==> src/rtl/spi_pkg.sv <==
`default_nettype none
// ============================================================================
// Module      : spi_pkg
// Description : Shared widths, FSM state encoding and SPI mode type for the
//               SPI master shift engine.
// Revision    : 1.0 - initial release
// ============================================================================
package spi_pkg;

    localparam int c_DATA_WIDE = 8;
    localparam int c_LEN_WIDE  = 16;
    localparam int c_DIV_WIDE  = 8;

    typedef logic [2:0] state_t;

    localparam state_t c_ST_IDLE  = 3'd0;
    localparam state_t c_ST_SETUP = 3'd1;
    localparam state_t c_ST_LOAD  = 3'd2;
    localparam state_t c_ST_SHIFT = 3'd3;
    localparam state_t c_ST_HOLD  = 3'd4;

    typedef struct packed {
        logic cpol;
        logic cpha;
    } spi_mode_t;

endpackage
`default_nettype wire

==> src/rtl/spi_sclk_gen.sv <==
`default_nettype none
// ============================================================================
// Module      : spi_sclk_gen
// Description : Half-period divider, SCLK level and leading/trailing edge
//               strobes for the SPI master shift engine.
// Revision    : 1.0 - initial release
// ============================================================================
module spi_sclk_gen
    import spi_pkg::*;
#(
    parameter int DIV_WIDE = c_DIV_WIDE
) (
    input  logic                clk,
    input  logic                rst,
    input  logic                i_run,
    input  logic                i_shift,
    input  logic                i_cpol,
    input  logic [DIV_WIDE-1:0] i_div,
    output logic                o_tick,
    output logic                o_lead,
    output logic                o_trail,
    output logic                o_sclk
);

    logic [DIV_WIDE-1:0] r_cnt;
    logic                r_sclk;

    // A tick marks the clk edge on which the next half-period begins; SCLK
    // changes on that same edge, so lead/trail describe the upcoming edge.
    assign o_tick  = i_run && (r_cnt == i_div);
    assign o_lead  = o_tick && i_shift && (r_sclk == i_cpol);
    assign o_trail = o_tick && i_shift && (r_sclk != i_cpol);
    assign o_sclk  = r_sclk;

    always_ff @(posedge clk) begin
        if (rst) begin
            r_cnt  <= '0;
            r_sclk <= 1'b0;
        end else begin
            if (!i_run || o_tick) begin
                r_cnt <= '0;
            end else begin
                r_cnt <= r_cnt + DIV_WIDE'(1);
            end

            if (!i_shift) begin
                r_sclk <= i_cpol;
            end else if (o_tick) begin
                r_sclk <= ~r_sclk;
            end
        end
    end

endmodule
`default_nettype wire

==> src/rtl/spi_master_core.sv <==
`default_nettype none
// ============================================================================
// Module      : spi_master_core
// Description : Byte-oriented SPI master shift engine, bursts of N bytes under
//               one CS_N, all four SPI modes, programmable SCLK divider.
//               Optional macro SPI_LOOPBACK_EN adds loopback_i (MISO <- MOSI).
// Revision    : 1.0 - initial release
// ============================================================================
module spi_master_core
    import spi_pkg::*;
#(
    parameter int LEN_WIDE  = c_LEN_WIDE,
    parameter int DIV_WIDE  = c_DIV_WIDE,
    parameter int DATA_WIDE = c_DATA_WIDE
) (
    input  logic                 clk_i,
    input  logic                 rst_i,
    input  logic                 cmd_valid_i,
    output logic                 cmd_ready_o,
    input  logic [LEN_WIDE-1:0]  cmd_len_i,
    input  logic [DIV_WIDE-1:0]  clk_div_i,
    input  logic                 cpol_i,
    input  logic                 cpha_i,
    input  logic [DATA_WIDE-1:0] tx_data_i,
    input  logic                 tx_valid_i,
    output logic                 tx_ready_o,
    output logic [DATA_WIDE-1:0] rx_data_o,
    output logic                 rx_valid_o,
    output logic                 busy_o,
`ifdef SPI_LOOPBACK_EN
    input  logic                 loopback_i,
`endif
    output logic                 spi_sclk_o,
    output logic                 spi_cs_n_o,
    output logic                 spi_mosi_o,
    input  logic                 spi_miso_i
);

    localparam int c_EDGES  = 2 * DATA_WIDE;
    localparam int c_EDGE_W = $clog2(c_EDGES);

    state_t               r_state;
    spi_mode_t            r_mode;
    logic [DIV_WIDE-1:0]  r_div;
    logic [LEN_WIDE-1:0]  r_remain;
    logic [c_EDGE_W-1:0]  r_edge;
    logic [DATA_WIDE-1:0] r_tx_sh;
    logic [DATA_WIDE-1:0] r_rx_sh;
    logic [DATA_WIDE-1:0] r_rx_data;
    logic                 r_cmd_ready;
    logic                 r_tx_ready;
    logic                 r_rx_valid;
    logic                 r_busy;
    logic                 r_cs_n;
    logic                 r_mosi;

    logic w_run;
    logic w_shift;
    logic w_cpol;
    logic w_tick;
    logic w_lead;
    logic w_trail;
    logic w_sclk;
    logic w_miso;
    logic w_sample;
    logic w_shift_out;
    logic w_last;

`ifdef SPI_LOOPBACK_EN
    assign w_miso = loopback_i ? r_mosi : spi_miso_i;
`else
    assign w_miso = spi_miso_i;
`endif

    assign w_run   = (r_state == c_ST_SETUP) || (r_state == c_ST_SHIFT) ||
                     (r_state == c_ST_HOLD);
    assign w_shift = (r_state == c_ST_SHIFT);
    // New CPOL reaches SCLK on the accept edge, together with CS_N falling,
    // so no spurious SCLK transition is seen while CS_N is low.
    assign w_cpol  = (r_state == c_ST_IDLE && cmd_valid_i) ? cpol_i : r_mode.cpol;

    assign w_last      = w_tick && w_shift && (r_edge == c_EDGE_W'(c_EDGES - 1));
    assign w_sample    = r_mode.cpha ? w_trail : w_lead;
    assign w_shift_out = (r_mode.cpha ? w_lead : w_trail) && !w_last;

    spi_sclk_gen #(
        .DIV_WIDE (DIV_WIDE)
    ) u_sclk_gen (
        .clk     (clk_i),
        .rst     (rst_i),
        .i_run   (w_run),
        .i_shift (w_shift),
        .i_cpol  (w_cpol),
        .i_div   (r_div),
        .o_tick  (w_tick),
        .o_lead  (w_lead),
        .o_trail (w_trail),
        .o_sclk  (w_sclk)
    );

    always_ff @(posedge clk_i) begin
        if (rst_i) begin
            r_state     <= c_ST_IDLE;
            r_mode      <= '0;
            r_div       <= '0;
            r_remain    <= '0;
            r_edge      <= '0;
            r_tx_sh     <= '0;
            r_rx_sh     <= '0;
            r_rx_data   <= '0;
            r_cmd_ready <= 1'b1;
            r_tx_ready  <= 1'b0;
            r_rx_valid  <= 1'b0;
            r_busy      <= 1'b0;
            r_cs_n      <= 1'b1;
            r_mosi      <= 1'b0;
        end else begin
            r_rx_valid <= 1'b0;
            case (r_state)
                c_ST_IDLE: begin
                    if (cmd_valid_i) begin
                        r_mode.cpol <= cpol_i;
                        r_mode.cpha <= cpha_i;
                        r_div       <= clk_div_i;
                        r_remain    <= cmd_len_i;
                        r_cmd_ready <= 1'b0;
                        r_busy      <= 1'b1;
                        r_cs_n      <= 1'b0;
                        r_state     <= c_ST_SETUP;
                    end
                end
                c_ST_SETUP: begin
                    if (w_tick) begin
                        r_tx_ready <= 1'b1;
                        r_state    <= c_ST_LOAD;
                    end
                end
                c_ST_LOAD: begin
                    if (tx_valid_i) begin
                        // CPHA=0 has already presented the MSB, so pre-shift;
                        // CPHA=1 presents the MSB on its first leading edge.
                        r_tx_sh    <= r_mode.cpha ? tx_data_i :
                                      {tx_data_i[DATA_WIDE-2:0], 1'b0};
                        r_mosi     <= tx_data_i[DATA_WIDE-1];
                        r_tx_ready <= 1'b0;
                        r_edge     <= '0;
                        r_state    <= c_ST_SHIFT;
                    end
                end
                c_ST_SHIFT: begin
                    if (w_tick) begin
                        r_edge <= r_edge + c_EDGE_W'(1);
                    end
                    if (w_sample) begin
                        r_rx_sh <= {r_rx_sh[DATA_WIDE-2:0], w_miso};
                    end
                    if (w_shift_out) begin
                        r_mosi  <= r_tx_sh[DATA_WIDE-1];
                        r_tx_sh <= {r_tx_sh[DATA_WIDE-2:0], 1'b0};
                    end
                    if (w_last) begin
                        // With CPHA=1 the eighth sample lands on this very edge.
                        r_rx_data  <= r_mode.cpha ? {r_rx_sh[DATA_WIDE-2:0], w_miso}
                                                  : r_rx_sh;
                        r_rx_valid <= 1'b1;
                        if (r_remain == '0) begin
                            r_state <= c_ST_HOLD;
                        end else begin
                            r_remain   <= r_remain - LEN_WIDE'(1);
                            r_tx_ready <= 1'b1;
                            r_state    <= c_ST_LOAD;
                        end
                    end
                end
                c_ST_HOLD: begin
                    if (w_tick) begin
                        r_cs_n      <= 1'b1;
                        r_cmd_ready <= 1'b1;
                        r_busy      <= 1'b0;
                        r_state     <= c_ST_IDLE;
                    end
                end
                default: begin
                    r_state <= c_ST_IDLE;
                end
            endcase
        end
    end

    assign cmd_ready_o = r_cmd_ready;
    assign tx_ready_o  = r_tx_ready;
    assign rx_data_o   = r_rx_data;
    assign rx_valid_o  = r_rx_valid;
    assign busy_o      = r_busy;
    assign spi_sclk_o  = w_sclk;
    assign spi_cs_n_o  = r_cs_n;
    assign spi_mosi_o  = r_mosi;

endmodule
`default_nettype wire
==> config.mk <==
export PLATFORM = sky130hd
export DESIGN_NAME = spi_master_core
export DESIGN_NICKNAME = d
export VERILOG_FILES = /design/src/rtl/spi_pkg.sv /design/src/rtl/spi_sclk_gen.sv /design/src/rtl/spi_master_core.sv
export SDC_FILE = /design/constraint.sdc
export NUM_CORES = 1
export LEC_CHECK = 0
export CORE_MARGIN = 2
export CORE_UTILIZATION = 49
export CTS_CLUSTER_SIZE = 14
export DETAILED_ROUTE_END_ITERATION = 16
export PLACE_DENSITY_LB_ADDON = 0.25
export REMOVE_ABC_BUFFERS = 1
export SETUP_SLACK_MARGIN = 0.2
export SYNTH_ARGS = -nofsm -noshare
export SYNTH_HDL_FRONTEND = slang
export SYNTH_HIERARCHICAL = 1
export SYNTH_SLANG_ARGS = --single-unit
==> constraint.sdc <==
create_clock -name clk_i -period 2.65 [get_ports clk_i]
set_input_delay 0.265 -clock clk_i [delete_from_list [all_inputs] [get_ports clk_i]]
set_output_delay 0.265 -clock clk_i [all_outputs]
set_load 0.01 [all_outputs]
# Word level (Yosys, flattened, before mapping)
# Index checks and enable logic that the tools add are counted.
[totals]
regBits = 71
latch_bits = 0
ram_bits = 0
rom_bits = 0
output_inout_bits = 15
wordCells = 104
memories = 0
[classes]
add_sub_neg = 3
mul = 0
div = 0
magnitude_cmp = 0
eq_ne = 16
n_shift = 0
muxes = 38
n_bitwise = 2
reduce_logical = 29
[op_table]
columns = ["cell", "count"]
rows = [
  ["$mux 16", 3],
  ["$mux 8", 4],
  ["$pmux 16 s2", 1],
  ["$mux 3", 6],
  ["$logic_not 16->1", 1],
  ["$pmux 8 s2", 1],
  ["$sub 16x1->16 const B", 1],
  ["$mux 1", 15],
  ["$pmux 3 s5", 1],
  ["$ne 2x2->1 const B", 6],
  ["$reduce_and 5->1", 2],
  ["$reduce_and 3->1", 3],
  ["$add 8x1->8 const B", 1],
  ["$eq 8x8->1", 1],
  ["$mux 4", 2],
  ["$pmux 4 s2", 1],
  ["$logic_and 1x1->1", 7],
  ["$eq 3x2->1 const B", 2],
  ["$pmux 1 s2", 3],
  ["$reduce_and 2->1", 3],
  ["$reduce_bool 2->1", 3],
  ["$add 4x1->4 const B", 1],
  ["$eq 4x4->1 const B", 1],
  ["$ne 2x1->1 const B", 2],
  ["other kinds (12)", 17],
]

# Longest topological paths before layout
# Gate-level depths: netlist of run 1.
[depth]
depth_word = 10
depth_mapped = 14
depth_no_buf = 11

# By module
# Netlist of run 1, hierarchy kept.
[modules_own_cells]
columns = ["mod", "instances", "cells_each", "area_per_inst_um2", "seq_area_each_um2"]
rows = [
  ["spi_master_core", 1, 388, 3129.3, 1241.2],
  ["spi_sclk_gen", 1, 55, 493.0, 180.2],
]

# Worst setup path after synthesis of run 1
# No wires, ideal clock.
[synth_timing]
path_type = "register -> register"
startpoint = "register r_state[1]"
endpoint = "register r_mosi, in the netlist spi_mosi_o"
setup_ns = 0.091
arrival_ns = 2.669
setup_slack_ns = -0.110
stages_incl_launch_ff = 15
n_path_buf = 3
path_cell_list = "dfxtp_1 > buf_2 > or3b_1 > or2_1 > clkbuf_1 > nand2_1 > nand2_1 > xnor2_1 > and3b_1 > mux2i_1 > nor3_1 > or2_2 > buf_2 > nor2_1 > a311oi_1"
[synth_between]
word_cells_on_any_way = 24
[synth_rtl]
columns = ["element", "line", "source"]
rows = [
  ["from (decl)", "spi_master_core.sv:42", "state_t r_state;"],
  ["from (signal assigned)", "spi_master_core.sv:103", "r_state <= c_ST_IDLE;"],
  ["from (signal assigned)", "spi_master_core.sv:129", "r_state <= c_ST_SETUP;"],
  ["from (signal assigned)", "spi_master_core.sv:135", "r_state <= c_ST_LOAD;"],
  ["$logic_not 3->1", "spi_master_core.sv:80", "assign w_cpol = (r_state == c_ST_IDLE && cmd_valid_i) ? cpol_i : r_mode.cpol;"],
  ["$logic_and 1x1->1", "spi_master_core.sv:80", ""],
  ["$mux 1", "spi_master_core.sv:80", ""],
  ["net w_cpol", "spi_master_core.sv:59", "logic w_cpol;"],
  ["$ne 1x1->1", "spi_sclk_gen.sv:32", "assign o_trail = o_tick && i_shift && (r_sclk != i_cpol);"],
  ["$logic_and 1x1->1", "spi_sclk_gen.sv:32", ""],
  ["net w_trail", "spi_master_core.sv:62", "logic w_trail;"],
  ["$mux 1", "spi_master_core.sv:84", "assign w_shift_out = (r_mode.cpha ? w_lead : w_trail) && !w_last;"],
  ["$logic_and 1x1->1", "spi_master_core.sv:84", ""],
  ["$ne 2x2->1 (no line)", "--", ""],
  ["$reduce_and 3->1 (no line)", "--", ""],
  ["to (signal assigned)", "spi_master_core.sv:144", "r_mosi <= tx_data_i[DATA_WIDE-1];"],
  ["to (signal assigned)", "spi_master_core.sv:158", "r_mosi <= r_tx_sh[DATA_WIDE-1];"],
  ["to (decl)", "spi_master_core.sv:55", "logic r_mosi;"],
]
# The timed path passes the listed nets, and every way through them passes these cells.
# A chain may end at the register's enable or synchronous reset.

# Worst setup path in the final report of run 1
[layout_timing]
startpoint = "register r_state[0]"
endpoint = "register r_tx_sh[4]"
[layout_between]
word_cells_on_any_way = 24
[layout_rtl]
columns = ["element", "line", "source"]
rows = [
  ["$logic_not 3->1", "spi_master_core.sv:80", ""],
  ["$logic_and 1x1->1", "spi_master_core.sv:80", ""],
  ["$mux 1", "spi_master_core.sv:80", ""],
  ["net w_cpol", "spi_master_core.sv:59", ""],
  ["$ne 1x1->1", "spi_sclk_gen.sv:32", ""],
  ["$logic_and 1x1->1", "spi_sclk_gen.sv:32", ""],
  ["net w_trail", "spi_master_core.sv:62", ""],
  ["$mux 1", "spi_master_core.sv:84", ""],
  ["$logic_and 1x1->1", "spi_master_core.sv:84", ""],
  ["$ne 2x2->1 (no line)", "--", ""],
  ["$reduce_and 3->1 (no line)", "--", ""],
  ["to (signal assigned)", "spi_master_core.sv:142", "r_tx_sh <= r_mode.cpha ? tx_data_i :"],
  ["to (signal assigned)", "spi_master_core.sv:159", "r_tx_sh <= {r_tx_sh[DATA_WIDE-2:0], 1'b0};"],
  ["to (decl)", "spi_master_core.sv:47", "logic [DATA_WIDE-1:0] r_tx_sh;"],
]
# The timed path passes the listed nets, and every way through them passes these cells.

==> impl_results.md, run 1 <==
* Floorplan core area at 7214 um2
* DRC violations left at 0
* Area share of the leading cell type in the synthesized netlist at 39.24%
* Most common library cell in the layout ignoring fill and taps: sky130_fd_sc_hd__nand2_1
* Final #Nets at 546
* Endpoint arrival time on the critical path at 2.58 ns
* Maximum number of pins on one net before global-route repair at 46
* Kind of end point of the critical path: flip-flop
* Commonest cells after routing, fill and taps aside: 71 x sky130_fd_sc_hd__nand2_1, 69 x sky130_fd_sc_hd__dfxtp_1, 51 x sky130_fd_sc_hd__clkdlybuf4s50_1, 50 x sky130_fd_sc_hd__nor2_1, 32 x sky130_fd_sc_hd__a21oi_1
* Area Overhead vs Synth at 28.77%
* Post-route setup slack at 0.2721 ns
* Number of cell instances on the worst register-to-register path at 11
* Min cycle time layout at 2.378 ns
* Post-Synthesis Cell Area at 3622 um2
* Cell taking the most area after synthesis: sky130_fd_sc_hd__dfxtp_1
* Startpoint kind of the worst setup timing path: flip-flop
* Reg2reg end: r_tx_sh[4]$_SDFFE_PP0P_
* Count of clock tree sinks at 71
* Hold slack final at 0.3439 ns
* Leakage dissipation at 1.689 nW
* Via total after detailed routing at 3,329
* Syn Inst Count at 443
* Inserted Clock Buffers at 9
* Insertion delay of the later-clocked pin in the worst-skew pair at 0.33 ns
* Transition at the pin with the smallest max-transition slack at 0.6041 ns
* Worst vdd ir at 0.3857 mV
* Worst Clk Skew at 0.007838 ns
* Setup slack, reg-to-reg at 0.27 ns
* First drt pass iteration count at 4
* Remaining max-slew budget at the tightest pin at 59.67%
* Routed wire length at 8124 um
* DP Worst Slack at -0.2001 ns
* Synth cell types at 62
* Number of cells traversed by the worst hold path at 2
* Die Span Y at 89.98 um
* Number of nets with antenna violations after routing at 0
* Overall die width at 89.98 um
* CP required at 2.86 ns
* GRT Overall Usage at 20.08%
* Average wire per standard cell at 13.36 um
* Worst setup path category: flip-flop to flip-flop
* Via count of the first global-routing pass at 3,119
* Port Buffer Count at 53
* H-tree depth at 3
* Source of the worst register-to-register timing path: r_state[0]$_SDFFE_PP0P_
* Setup repair after global routing missed its margin: true
* Number of antenna violations at the first check in global routing at 1
* Wire length of the first global-routing pass at 13,780 um
* Flip-flop and latch count after synthesis at 71
* Cell Rows at 31
* Crit path to: r_tx_sh[4]$_SDFFE_PP0P_
* Number of hold violations in the final report at 0
* Initial DRC count at 184
* CTS tree: built
* EDFF count, synth at 0
* Number of setup violations in the final report at 0
* Cell chosen for the clock root: sky130_fd_sc_hd__clkbuf_8
* Worst Setup SP: r_state[0]$_SDFFE_PP0P_
* PD cells at 562.7 nW/um2
* # Max-Cap Violations at 0
* Share of final-layout standard cells stronger than drive strength 1 at 15.55%
* Clock tree buffer depth at 2
* Number of max-slew violations in the final report at 0
* Routability-driven placement congestion ratio at 0.8346
* Max Clock Freq at 0.4205 GHz
* Clock slew at reported path FFs at 0.08 ns
* Fraction of the cycle the final worst path needs at 89.73%
* Hold buffer count at cts at 0
* Post-synthesis average cell area at 8.177 um2
* DR vias/cell at 5.475
* Run status: finished clean
* Top Ports at 54
* HPWL after DPL at 5445 um
* Largest cells by area after synthesis: sky130_fd_sc_hd__dfxtp_1 39%, sky130_fd_sc_hd__nand2_1 7.8%, sky130_fd_sc_hd__mux2i_1 7.7%, sky130_fd_sc_hd__nor2_1 5.3%, sky130_fd_sc_hd__a21oi_1 5.0%
* Worst hold path class: input port to flip-flop
* Area enclosed by the die boundary at 8096 um2
* Remaining global-route overflow at 0
* Maximum net fanout on the critical path at 9
* Share of async-settable or async-resettable flops after synthesis at 0%
* Ys flop type: sky130_fd_sc_hd__dfxtp_1
* Starting density of the core at 50.21%
* Sequential share of the synthesized area at 39.24%
* Number of synthesis warnings at 6
-- per-layer routing --
layer	GRT usage, %	share of wire [%]	up-vias
li1	-	-	1678
met1	26.70	48	1573
met2	32.95	47	65
met3	3.353	3.7	13
met4	7.564	1.8	0
met5	0	0	-
-- sequential cells by signal, summed over array words and instances, names as in the netlist --
name and flops:
r_remain 16, r_div 8, r_rx_sh 8, r_tx_sh 8, rx_data_o 8, u_sclk_gen/r_cnt 8
r_edge 4, r_state 3, r_mode 2, busy_o 1, rx_valid_o 1, spi_cs_n_o 1
spi_mosi_o 1, tx_ready_o 1, u_sclk_gen/o_sclk 1
-- Yosys cell counts (all sizes together) (4+ instances only) --
cell and n:
nand2 75, dfxtp 71, nor2 52, a21oi 42, mux2i 28, o21ai 20, clkbuf 16, buf 12
nand3 12, a211oi 10, xnor2 10, o211ai 9, inv 8, xor2 8, nor3 6, o21a 5
a31oi 4, and3 4, ha 4, nand4 4
-- how the worst min path moves through the flow --
stage,start,endpoint,slack (ns)
after detailed placement,r_tx_sh[3]$_SDFFE_PP0P_,r_tx_sh[3]$_SDFFE_PP0P_,0.44
final,rst_i,r_rx_sh[2]$_SDFFE_PP0P_,0.34
after global placement,r_tx_sh[3]$_SDFFE_PP0P_,r_tx_sh[3]$_SDFFE_PP0P_,0.44
after CTS,rst_i,r_rx_sh[2]$_SDFFE_PP0P_,0.34
after floorplan,rst_i,r_remain[10]$_SDFFE_PP0P_,0.33
after global routing,rst_i,r_rx_sh[2]$_SDFFE_PP0P_,0.36
-- logic make-up after synthesis --
| group | count (synthesis) | share of synthesized area, % |
|---|---|---|
| compound gates | 107 | 19.62 |
| xor+xnor | 18 | 4.352 |
| fa+ha+maj | 4 | 1.382 |
| buf+inv | 36 | 4.594 |
| flops | 71 | 39.24 |
| mux | 29 | 8.048 |
| simple gates | 178 | 22.76 |
-- repair_timing --
item / CTS / global route
resized for setup: 2 / 25
pin swaps: 0 / 8
setup endpoints to repair: 8 / 42
buffers inserted: 0 / 7
-- worst max-delay path, stage by stage (launching register included) --
cell and delay [ns]:
sky130_fd_sc_hd__dfxtp_4 0.36, sky130_fd_sc_hd__or3b_4 0.38, sky130_fd_sc_hd__or2_4 0.27, sky130_fd_sc_hd__nand2_4 0.08, sky130_fd_sc_hd__nand2_4 0.06, sky130_fd_sc_hd__xnor2_2 0.16, sky130_fd_sc_hd__and3b_1 0.21, sky130_fd_sc_hd__mux2i_1 0.15
sky130_fd_sc_hd__nor3_2 0.07, sky130_fd_sc_hd__or2_4 0.29, sky130_fd_sc_hd__o211ai_1 0.14, sky130_fd_sc_hd__a21oi_2 0.08
-- per-stage QoR --
stage	utilization, %	power (W)	instances	setup TNS, ns	area (um2)
after floorplan	-	0.001441	415	-16.78	3486
after global placement	59.43	0.001627	584	-1.144	4288
after detailed placement	59.43	0.001635	584	-1.550	4288
after CTS	62.61	0.002588	600	0	4517
after global routing	64.65	0.002746	608	0	4664
final	64.65	0.002624	608	0	4664
-- layout make-up --
cell class	instances	area, um2
tap	99	123.9
fill	629	2550
inverter	8	30.03
sequential	71	1426
multi-input combinational	336	2123
antenna	1	2.502
clock buffer	10	127.6
clock inverter	6	93.84
timing repair buffer	77	737.0
-- where the power goes --
part	total [W]	switching, W	internal (W)
clock network	0.000959	0.000421	0.000537
registers	0.00116	0.0000513	0.00111
logic	0.000502	0.000262	0.000240
total	0.00262	0.000735	0.00189
(Power assumes the default switching activity.)
==> run 2, diff against run 1 <==
RECOVER_POWER = 50   (was not set)
==> impl_results.md, run 2 (synthesis gave the netlist of run 1 again) <==
* DR vias/cell at 5.439 (-0.66%)
* CTS tree: built
* Power share of the combinational group at 18.9% (-0.2 points)
* Crit-path max cell delay at 0.39 ns (about the same)
* Startpoint kind of the worst setup timing path: flip-flop
* Proportion of total power due to net switching at 28.06% (+0.048 points)
* Initial DRC count at 190 (+3.3%)
* Crit-path cells: or3b_4 > or2_0 > nand2_4 > nand2_4 > xnor2_2 > and3b_1 > mux2i_1 > nor3_2 > or2_4 > o211ai_1 > a21oi_2
* HPWL after DPL at 5445 um (unchanged)
* Final standard cell utilization of the core at 64.52% (-0.14 points)
* # Max-Cap Violations at 0 (unchanged)
* Transition at the pin with the smallest max-transition slack at 0.6386 ns (+0.03445 ns)
* Cell Rows at 31 (unchanged)
* Maximum number of pins on one net before global-route repair at 46 (unchanged)
* Worst Clk Skew at 0.007366 ns (-0.0004717 ns)
* Run status: finished clean
* Fraction of the cycle the final worst path needs at 91.68% (+1.9 points)
* Setup repair after global routing missed its margin: true
* Number of hold violations in the final report at 0 (unchanged)
* Seq pwr share at 44.4% (about the same)
* Starting density of the core at 50.21% (unchanged)
* GRT Overall Usage at 20.08% (unchanged)
* Share of final-layout standard cells stronger than drive strength 1 at 14.96% (-0.59 points)
* DP Worst Slack at -0.2001 ns (unchanged)
* Buf+Inv Stages, Crit Path at 0 (unchanged)
* Most common library cell in the layout ignoring fill and taps: sky130_fd_sc_hd__nand2_1
* Via total after detailed routing at 3,307 (-0.66%)
* Via count of the first global-routing pass at 3,119 (unchanged)
* Clock slew at reported path FFs at 0.08 ns (about the same)
* Routed wl met2 at 3795 um (+0.29%)
* Remaining global-route overflow at 0 (unchanged)
* Wire length on met1 at 3907 um (+0.28%)
* Clock tree buffer depth at 2 (unchanged)
* Area enclosed by the die boundary at 8096 um2 (unchanged)
* Port Buffer Count at 53 (unchanged)
* Highest metal layer with signal wires: met4
* Slowest library cell on the worst path: sky130_fd_sc_hd__or3b_4
* DRC violations left at 0 (unchanged)
* Internal power component at 0.001881 W (-0.41%)
* Overall die width at 89.98 um (unchanged)
* Leakage dissipation at 1.724 nW (+2.1%)
* Area Overhead vs Synth at 28.50%
* Wire length of the first global-routing pass at 13,780 um (unchanged)
* Die Span Y at 89.98 um (unchanged)
* Inserted Clock Buffers at 9 (unchanged)
* Final #Nets at 546 (unchanged)
* Critical Path Most Common Cell: sky130_fd_sc_hd__nand2_4
* Worst setup path category: flip-flop to flip-flop
* Final-layout fill cell count at 633 (+0.64%)
* Maximum net fanout on the critical path at 9 (unchanged)
* Routability-driven placement congestion ratio at 0.8346 (unchanged)
* Top Ports at 54 (unchanged)
* Min cycle time layout at 2.429 ns (+0.05156 ns)
* Hold buffer count at cts at 0 (unchanged)
* Worst path top cell family by delay: simple AND/OR/NAND/NOR gates
* Number of max-slew violations in the final report at 0 (unchanged)
* Fraction of power consumed by the clock network at 36.6% (about the same)
* Number of flip-flops in the largest register at 16 (unchanged)
* Post-route setup slack at 0.2205 ns (-0.05156 ns)
* Remaining max-slew budget at the tightest pin at 57.43% (-2.2 points)
* Count of clock tree sinks at 71 (unchanged)
* Worst vdd ir at 0.3858 mV (about the same)
* Max Clock Freq at 0.4116 GHz (-2.1%)
* First drt pass iteration count at 4 (unchanged)
* Endpoint arrival time on the critical path at 2.64 ns (+0.06 ns)
* Top reg by flops: r_remain
* H-tree depth at 3 (unchanged)
* Met3 layer wire length in the routed design at 277 um (-6.7%)
* Worst hold path class: input port to flip-flop
* CP required at 2.86 ns (about the same)
* PD cells at 561.9 nW/um2 (-0.13%)
* Average wire per standard cell at 13.36 um (about the same)
* Floorplan core area at 7214 um2 (unchanged)
* Cell chosen for the clock root: sky130_fd_sc_hd__clkbuf_8
* Number of nets with antenna violations after routing at 0 (unchanged)
* Commonest cells after routing, fill and taps aside: 71 x sky130_fd_sc_hd__nand2_1, 70 x sky130_fd_sc_hd__dfxtp_1, 50 x sky130_fd_sc_hd__nor2_1, 36 x sky130_fd_sc_hd__clkdlybuf4s50_1, 32 x sky130_fd_sc_hd__a21oi_1
* Number of antenna violations at the first check in global routing at 1 (unchanged)
* Number of setup violations in the final report at 0 (unchanged)
* Kind of end point of the critical path: flip-flop
* Net switching power figure at 0.0007339 W (-0.17%)
* Insertion delay of the later-clocked pin in the worst-skew pair at 0.33 ns (about the same)
* Routed wire length at 8122 um (about the same)
## run 2: cell types whose count changed in the layout (fill, tap and decap cells not counted)
cell / change
sky130_fd_sc_hd__clkdlybuf4s50_1: -15
sky130_fd_sc_hd__dlygate4sd3_1: +15
sky130_fd_sc_hd__buf_4: -2
sky130_fd_sc_hd__clkbuf_1: +1
sky130_fd_sc_hd__clkbuf_4: +1
sky130_fd_sc_hd__dfxtp_1: +1
sky130_fd_sc_hd__dfxtp_4: -1
sky130_fd_sc_hd__or2_0: +1
sky130_fd_sc_hd__or2_4: -1
## run 2: worst paths after layout
kind	from	end	slack [ns]	cells past startpoint
max	r_state[0]$_SDFFE_PP0P_	r_tx_sh[4]$_SDFFE_PP0P_	0.22	11
min	rst_i	r_rx_sh[2]$_SDFFE_PP0P_	0.34	2
max reg2reg	r_state[0]$_SDFFE_PP0P_	r_tx_sh[4]$_SDFFE_PP0P_	0.22	11
min reg2reg	r_tx_sh[6]$_SDFFE_PP0P_	r_tx_sh[6]$_SDFFE_PP0P_	0.46	2
## run 2: final cells by class
cell class	count	area [um2]	share of cell area, %
well taps	99	123.9	2.661
diodes	1	2.502	0.05376
clock buffers	10	127.6	2.742
clock inverters	6	93.84	2.016
inverters	8	30.03	0.6452
multi-input cells	336	2121	45.56
repair buffers	77	733.2	15.75
flip-flops and latches	71	1423	30.56
## run 2: metal layers
metal  vias to the layer above  global-route usage, %
met5                         -                      0
met4                         0                  7.564
met3                        12                  3.353
met2                        62                  32.95
met1                      1555                  26.70
li1                       1678                      -
## run 2: repair_timing
item	4_1_cts	5_1_grt
pin swaps	0	8
buffers inserted	0	7
gates resized for setup	2	25
setup endpoints to repair	8	42
## run 2: stage by stage
stage | std cells | hold slack, ns | cell area [um2] | power [W] | TNS [ns]
3_3_place_gp | 584 | 0.4404 | 4288 | 0.001627 | -1.144
3_5_place_dp | 584 | 0.4441 | 4288 | 0.001635 | -1.550
6_report | 608 | 0.3447 | 4654 | 0.002615 | 0
5_1_grt | 608 | 0.3561 | 4654 | 0.002738 | 0
2_1_floorplan | 415 | 0.3274 | 3486 | 0.001441 | -16.78
4_1_cts | 600 | 0.3371 | 4517 | 0.002588 | 0
## run 2: power by group through the flow
stage	clock (W)	combinational [W]	sequential, W
floorplan	0	0.000256	0.00119
global placement	0	0.000444	0.00118
detailed placement	0	0.000451	0.00118
CTS	0.000975	0.000453	0.00116
global route	0.00102	0.000549	0.00117
finish	0.000958	0.000495	0.00116
## run 2: worst reg2reg max path: cells and delay by family, from the launching register on
kind	cells	cell delay, ns
AO/OA/AOI/OAI	2	0.22
XOR/XNOR	1	0.16
flip-flops	1	0.36
multiplexers	1	0.15
AND/OR/NAND/NOR	7	1.42
